$ cat src/rtl/three_wire_mc_pkg.sv
// Shared types and helpers for the three-wire serial master.
package three_wire_mc_pkg;

    // Frame sequencer states, in the order a frame walks through them.
    typedef enum logic [2:0] {
        ST_IDLE     = 3'd0,
        ST_SETUP    = 3'd1,
        ST_SHIFT_LO = 3'd2,
        ST_SHIFT_HI = 3'd3,
        ST_HOLD     = 3'd4,
        ST_GAP      = 3'd5
    } tw_state_t;

    // Index width for a select of n items, never narrower than one bit.
    function automatic int tw_clog2(input int n);
        return (n <= 2) ? 1 : $clog2(n);
    endfunction

endpackage

$ cat src/rtl/three_wire_mc_tw_bit_timer.sv
// DIV-cycle phase timer: tick marks the last cycle of the current state.
// A clear on every state change restarts the count so each state lasts DIV cycles.
module tw_bit_timer #(
    parameter int DIV = 2
) (
    input  logic clk,
    input  logic rst_n,
    input  logic clr,
    output logic tick
);

    localparam int CNT_W = $clog2(DIV + 1);

    logic [CNT_W-1:0] cnt;

    // Down-counter, reloaded on state change or after reaching zero (never wraps).
    always_ff @(posedge clk or negedge rst_n) begin
        if (!rst_n) begin
            cnt <= '0;
        end else if (clr || (cnt == '0)) begin
            cnt <= CNT_W'(DIV - 1);
        end else begin
            cnt <= cnt - 1'b1;
        end
    end

    assign tick = (cnt == '0);

endmodule

$ cat src/rtl/three_wire_mc.sv
// Three-wire serial master: shifts one DATA_W-bit frame MSB-first to one of
// NUM_CS peripherals, with optional half-duplex readback on the shared SDIO pin.
// Handshake: start is a level request sampled only while busy=0; a request with
// an out-of-range cs_sel is answered by a one-cycle err pulse instead of a frame,
// and every accepted frame ends with exactly one done pulse.
module three_wire_mc
    import three_wire_mc_pkg::*;
#(
    parameter int DATA_W = 16,
    parameter int CMD_W  = 8,
    parameter int NUM_CS = 4,
    parameter int DIV    = 2
) (
    input  logic                          clk,
    input  logic                          rst_n,
    input  logic                          start,
    input  logic                          rd_nwr,
    input  logic [tw_clog2(NUM_CS)-1:0]   cs_sel,
    input  logic [DATA_W-1:0]             wdata,
    output logic                          busy,
    output logic                          done,
    output logic                          err,
    output logic [DATA_W-CMD_W-1:0]       rdata,
    output logic                          sclk,
    output logic [NUM_CS-1:0]             cs_n,
    output logic                          sdio_o,
    output logic                          sdio_oe,
    input  logic                          sdio_i
);

    localparam int CS_W  = tw_clog2(NUM_CS);
    localparam int BIT_W = $clog2(DATA_W + 1);
    localparam int RD_W  = DATA_W - CMD_W;

    tw_state_t state, next_state;

    logic              tick;
    logic              sel_ok;
    logic [DATA_W-2:0] shreg;      // bits still to send after the one on sdio_o
    logic              rd_q;
    logic [CS_W-1:0]   sel_q;
    logic [BIT_W-1:0]  bit_cnt;    // index of the bit currently on the wire
    logic [BIT_W-1:0]  bit_inc;
    logic              last_bit;
    logic [RD_W-1:0]   cap;

    logic              busy_d, done_d, err_d, sclk_d, sdio_o_d, sdio_oe_d, frame_cs;
    logic [NUM_CS-1:0] cs_n_d;
    logic [CS_W-1:0]   sel_d;

    assign sel_ok   = (int'(cs_sel) < NUM_CS);
    assign bit_inc  = (bit_cnt == BIT_W'(DATA_W)) ? bit_cnt : bit_cnt + 1'b1;
    assign last_bit = (bit_inc == BIT_W'(DATA_W));

    tw_bit_timer #(.DIV(DIV)) u_timer (
        .clk   (clk),
        .rst_n (rst_n),
        .clr   (next_state != state),
        .tick  (tick)
    );

    // State register.
    always_ff @(posedge clk or negedge rst_n) begin
        if (!rst_n) begin
            state <= ST_IDLE;
        end else begin
            state <= next_state;
        end
    end

    // Next-state logic: each non-idle state lasts one timer period.
    always_comb begin
        next_state = state;
        case (state)
            ST_IDLE:     if (start && sel_ok) next_state = ST_SETUP;
            ST_SETUP:    if (tick) next_state = ST_SHIFT_LO;
            ST_SHIFT_LO: if (tick) next_state = ST_SHIFT_HI;
            ST_SHIFT_HI: if (tick) next_state = last_bit ? ST_HOLD : ST_SHIFT_LO;
            ST_HOLD:     if (tick) next_state = ST_GAP;
            ST_GAP:      if (tick) next_state = ST_IDLE;
            default:     next_state = ST_IDLE;
        endcase
    end

    // Output logic: next values of the registered pins, derived from the transition.
    always_comb begin
        sel_d    = (state == ST_IDLE) ? cs_sel : sel_q;
        frame_cs = (next_state == ST_SETUP) || (next_state == ST_SHIFT_LO) ||
                   (next_state == ST_SHIFT_HI) || (next_state == ST_HOLD);
        busy_d   = (next_state != ST_IDLE);
        sclk_d   = (next_state == ST_SHIFT_HI);
        done_d   = (state == ST_HOLD) && (next_state == ST_GAP);
        err_d    = (state == ST_IDLE) && start && !sel_ok;
        for (int i = 0; i < NUM_CS; i++) begin
            cs_n_d[i] = !(frame_cs && (int'(sel_d) == i));
        end
        sdio_oe_d = sdio_oe;
        sdio_o_d  = sdio_o;
        if ((state == ST_IDLE) && (next_state == ST_SETUP)) begin
            sdio_oe_d = 1'b1;
            sdio_o_d  = wdata[DATA_W-1];
        end else if ((state == ST_SHIFT_HI) && (next_state == ST_SHIFT_LO)) begin
            if (rd_q && (bit_inc >= BIT_W'(CMD_W))) begin
                // Turnaround: release the pin to the peripheral for the data phase.
                sdio_oe_d = 1'b0;
                sdio_o_d  = 1'b0;
            end else begin
                sdio_o_d = shreg[DATA_W-2];
            end
        end else if ((next_state == ST_HOLD) || (next_state == ST_GAP) ||
                     (next_state == ST_IDLE)) begin
            sdio_oe_d = 1'b0;
            sdio_o_d  = 1'b0;
        end
    end

    // Output registers.
    always_ff @(posedge clk or negedge rst_n) begin
        if (!rst_n) begin
            busy    <= 1'b0;
            done    <= 1'b0;
            err     <= 1'b0;
            sclk    <= 1'b0;
            cs_n    <= '1;
            sdio_o  <= 1'b0;
            sdio_oe <= 1'b0;
        end else begin
            busy    <= busy_d;
            done    <= done_d;
            err     <= err_d;
            sclk    <= sclk_d;
            cs_n    <= cs_n_d;
            sdio_o  <= sdio_o_d;
            sdio_oe <= sdio_oe_d;
        end
    end

    // Frame datapath: request latch, shift/capture registers and bit counter.
    always_ff @(posedge clk or negedge rst_n) begin
        if (!rst_n) begin
            shreg   <= '0;
            rd_q    <= 1'b0;
            sel_q   <= '0;
            bit_cnt <= '0;
            cap     <= '0;
            rdata   <= '0;
        end else begin
            if ((state == ST_IDLE) && (next_state == ST_SETUP)) begin
                shreg   <= wdata[DATA_W-2:0];
                rd_q    <= rd_nwr;
                sel_q   <= cs_sel;
                bit_cnt <= '0;
            end
            if ((state == ST_SHIFT_HI) && tick) begin
                bit_cnt <= bit_inc;
                shreg   <= shreg << 1;
            end
            if ((state == ST_SHIFT_LO) && tick && rd_q && (bit_cnt >= BIT_W'(CMD_W))) begin
                cap <= RD_W'({cap, sdio_i});
            end
            if (done_d && rd_q) begin
                rdata <= cap;
            end
        end
    end

endmodule

$ cat config.mk
export PLATFORM = sky130hd
export DESIGN_NAME = three_wire_mc
export DESIGN_NICKNAME = d
export VERILOG_FILES = /design/src/rtl/three_wire_mc_pkg.sv /design/src/rtl/three_wire_mc_tw_bit_timer.sv /design/src/rtl/three_wire_mc.sv
export SDC_FILE = /design/constraint.sdc
export NUM_CORES = 1
export LEC_CHECK = 0
export CORE_ASPECT_RATIO = 2
export CORE_MARGIN = 10
export CORE_UTILIZATION = 50
export CTS_BUF_LIST = sky130_fd_sc_hd__clkbuf_4
export DETAILED_ROUTE_END_ITERATION = 6
export PLACE_DENSITY = 0.86
export SYNTH_ARGS = -nofsm -noshare
export SYNTH_HDL_FRONTEND = slang
export SYNTH_HIERARCHICAL = 1
export SYNTH_SLANG_ARGS = --single-unit
$ cat constraint.sdc
create_clock -name clk -period 1.6 [get_ports clk]
set_input_delay 0.4 -clock clk [delete_from_list [all_inputs] [get_ports clk]]
set_output_delay 0.4 -clock clk [all_outputs]
set_load 0.1 [all_outputs]
==> results by group <==
Setup path
  – CP peak stage delay: 0.45 ns
  – Critical path startpoint category: flip-flop
  – Worst-path cell chain: inv_2 > ha_4 > nand4bb_1 > buf_4 > nor3_4 > o221ai_2 > o211ai_1 > o21ai_1
  – CP Max Fanout: 3
  – CP bufs+invs: 2
  – CP Capture Type: flip-flop
  – Critical path data arrival time: 2.02 ns
  – CP max-delay cell: dfrtp_1
  – Worst setup path class: flip-flop to flip-flop
  – FF-to-FF setup slack: -0.16 ns
  – Worst EP required: 1.86 ns
  – Delay-heaviest family, CP: compound AO/OA/AOI/OAI gates

STA
  – Final period util: 1.10
  – Final hold viol count: 0
  – Final setup viols: 5
  – RSZ-0062 raised after global routing: true
  – PnR worst setup slack: -0.163 ns
  – Fin. max-slew vios: 0
  – Clock Skew: 0.0160 ns
  – Final min period: 1.76 ns
  – F_max: 567 MHz
  – Setup_tns: -0.461 ns

CTS
  – CTS buffer count: 5
  – Clock root buffer: clkbuf_4
  – TritonCTS Sinks: 53
  – Clock transition at the registers of the reported paths: 0.15 ns
  – CTS tree: yes
  – Max clock buf depth: 2
  – Worst skew pair latency: 0.39 ns
  – H-tree depth: 2

Min path
  – Min-Delay Path Class: input pin to asynchronous set/reset pin

Synth
  – Mean Syn Cell Area: 9.96 um^2
  – Multiplexer share of the synthesized area: 0.0768
  – Post-synthesis cell count: 250
  – Main combinational cell family by area after synthesis: simple AND/OR/NAND/NOR gates
  – Synth Area in Compound Gates: 0.107
  – Flops & latches, synth: 53
  – XOR/XNOR Fraction of Synth Area: 0.0176
  – Async S/R FF share, synth: 1.00
  – Post-synth top area share: 0.492
  – Commonest cells in the netlist: dfrtp_1, nand2_1, nor2_1
  – Synth Flop Type: dfrtp_1
  – Synth warn: 6
  – Synth area leaders: dfrtp_1, mux2_2, nand2_1
  – Leading area contributor after synthesis: dfrtp_1
  – Synthesized area: 0.00249 mm^2
  – Unique masters post-synth: 41
  – Top-count cell post-synth: dfrtp_1
  – Sequential area share after synthesis: 0.534
  – Simple logic cell fraction of the synthesized area: 0.208
  – EDFF count, synth: 0
  – Synth Area in Adders: 0.0151
  – Synth Net Count: 276

Route
  – Drt total wl: 6420 um
  – Initial DRT Pass Iterations: 4
  – DR vias/cell: 5.57
  – DRT antenna net count: 0
  – DR WL/cell: 17.3 um
  – 1st-iter DRT viols: 192
  – Drt drc: 0
  – Via count: 2073

Die
  – Rows: 36
  – Initial Util: 0.512
  – Die Footprint: 0.00838 mm^2
  – Die Height: 120 um
  – Die width: 69.9 um
  – Num ports: 41
  – Core Box Area: 0.00486 mm^2

Final layout
  – Layout cell share with drive strength beyond 1: 0.322
  – Nets: 339
  – Final Core Density: 0.730
  – Layout area overhead: 42.5%

Outcome
  – Status: complete, but fails checks
  – Violated checks: negative setup slack

Placement
  – Post-DP HPWL: 4460 um
  – Buffers on Ports: 39
  – Gpl congestion: 0.847

Global routing
  – First-pass GRT wire length: 10100 um
  – Initial antenna violation count: 1
  – Largest net degree at the start of global routing: 30
  – Number of global-route vias before repair: 2180
  – Grt total ovfl: 0
  – Gr usage total: 0.144

Power and ir drop
  – PwrDens: 1760 mW/mm^2
  – Peak supply drop: 0.00141 V
  – Leakage: 1.58 nW

Job
  – MaxCap Viol Count: 0
-- flip-flops by register name, indices dropped and copies added (netlist names), 2 cells and up --
name and cells:
state 3, cap 8, u_timer/cnt 2, rdata 8, sel_q 2, shreg 15
bit_cnt 5, cs_n 4
-- power breakdown --
group / internal [mW] / leakage, nW / switching [mW]
sequential: 1.77 / 0.651 / 0.356
combinational: 1.45 / 0.887 / 1.91
clock: 0.324 / 0.0389 / 0.424
total: 3.55 / 1.58 / 2.69
-- worst paths after layout --
| kind | startpoint | end | cells after the start |
|---|---|---|---|
| max reg2reg | bit_cnt[0]$_DFFE_PN0P_ | sdio_oe$_DFFE_PN0P_ | 8 |
| max in group asynchronous | rst_n | cap[7]$_DFFE_PN0P_ | 3 |
| max | bit_cnt[0]$_DFFE_PN0P_ | sdio_oe$_DFFE_PN0P_ | 8 |
| min | rst_n | bit_cnt[0]$_DFFE_PN0P_ | 2 |
| min reg2reg | cap[7]$_DFFE_PN0P_ | rdata[7]$_DFFE_PN0P_ | 1 |
| min in group clk | wdata[7] | shreg[7]$_DFFE_PN0P_ | 3 |
-- repair_timing --
| action | in CTS | in global routing |
|---|---|---|
| endpoints found under the setup margin | 35 | 27 |
| hold buffers | 1 | 0 |
| resized for setup | 10 | 26 |
| cloned | 0 | 0 |
| endpoints found under the hold margin | 9 | 0 |
| pin swaps | 6 | 11 |
| buffers inserted | 3 | 3 |
-- through the flow --
stage	total power [mW]	hold WS, ns	worst slack (ns)	cell area [um^2]	std cells
after floorplan	4.04	0.104	-0.0790	2510	250
after global placement	5.03	0.350	-0.0972	3290	356
after detailed placement	5.16	0.352	-0.104	3290	356
after CTS	6.03	0.459	-0.103	3440	368
after global routing	6.59	0.497	-0.234	3550	372
final	6.23	0.458	-0.163	3550	372
-- cells in the final DEF, fill, tap and decap left out, types with 6 or more instances in the layout --
| master | Yosys | layout |
|---|---|---|
| a31oi_1 | 14 | 14 |
| o21ai_0 | 10 | 8 |
| mux2_2 | 17 | 8 |
| mux2_4 | 0 | 9 |
| buf_4 | 2 | 25 |
| nor2_1 | 25 | 22 |
| nand2_1 | 47 | 46 |
| clkdlybuf4s50_1 | 0 | 21 |
| dfrtp_1 | 49 | 48 |
| a21oi_1 | 7 | 6 |
| buf_12 | 0 | 20 |
-- worst register-to-register path, cell delays in order (launching register included) --
cell,delay (ns)
dfrtp_1,0.45
inv_2,0.11
ha_4,0.14
nand4bb_1,0.12
buf_4,0.17
nor3_4,0.12
o221ai_2,0.15
o211ai_1,0.27
o21ai_1,0.13
-- area by class of cell --
type / instances / area [um^2]
Fill cell: 290 / 1310
Sequential cell: 53 / 1330
Clock inverter: 3 / 41.3
Multi-Input combinational cell: 175 / 1190
Clock buffer: 5 / 37.5
Timing Repair Buffer: 71 / 847
Inverter: 7 / 31.3
Tap cell: 57 / 71.3
Antenna cell: 1 / 2.50
-- cells by family (layout without fill, tap and decap cells) --
group / Yosys count / count (layout)
flops: 53 / 53
buf+inv: 22 / 86
other cells: 1 / 2
compound gates: 43 / 43
mux: 17 / 17
fa+ha+maj: 3 / 3
xor+xnor: 5 / 5
simple gates: 106 / 106
-- routing by layer --
| metal | part of all wire | vias to the layer above | global-route usage |
|---|---|---|---|
| li1 | - | 988 | - |
| met3 | 0.046 | 12 | 0.0314 |
| met4 | 0.027 | 0 | 0.0658 |
| met1 | 0.36 | 1024 | 0.139 |
| met5 | 0 | - | 0 |
| met2 | 0.57 | 49 | 0.278 |
Power figures use the tool's default switching activity.
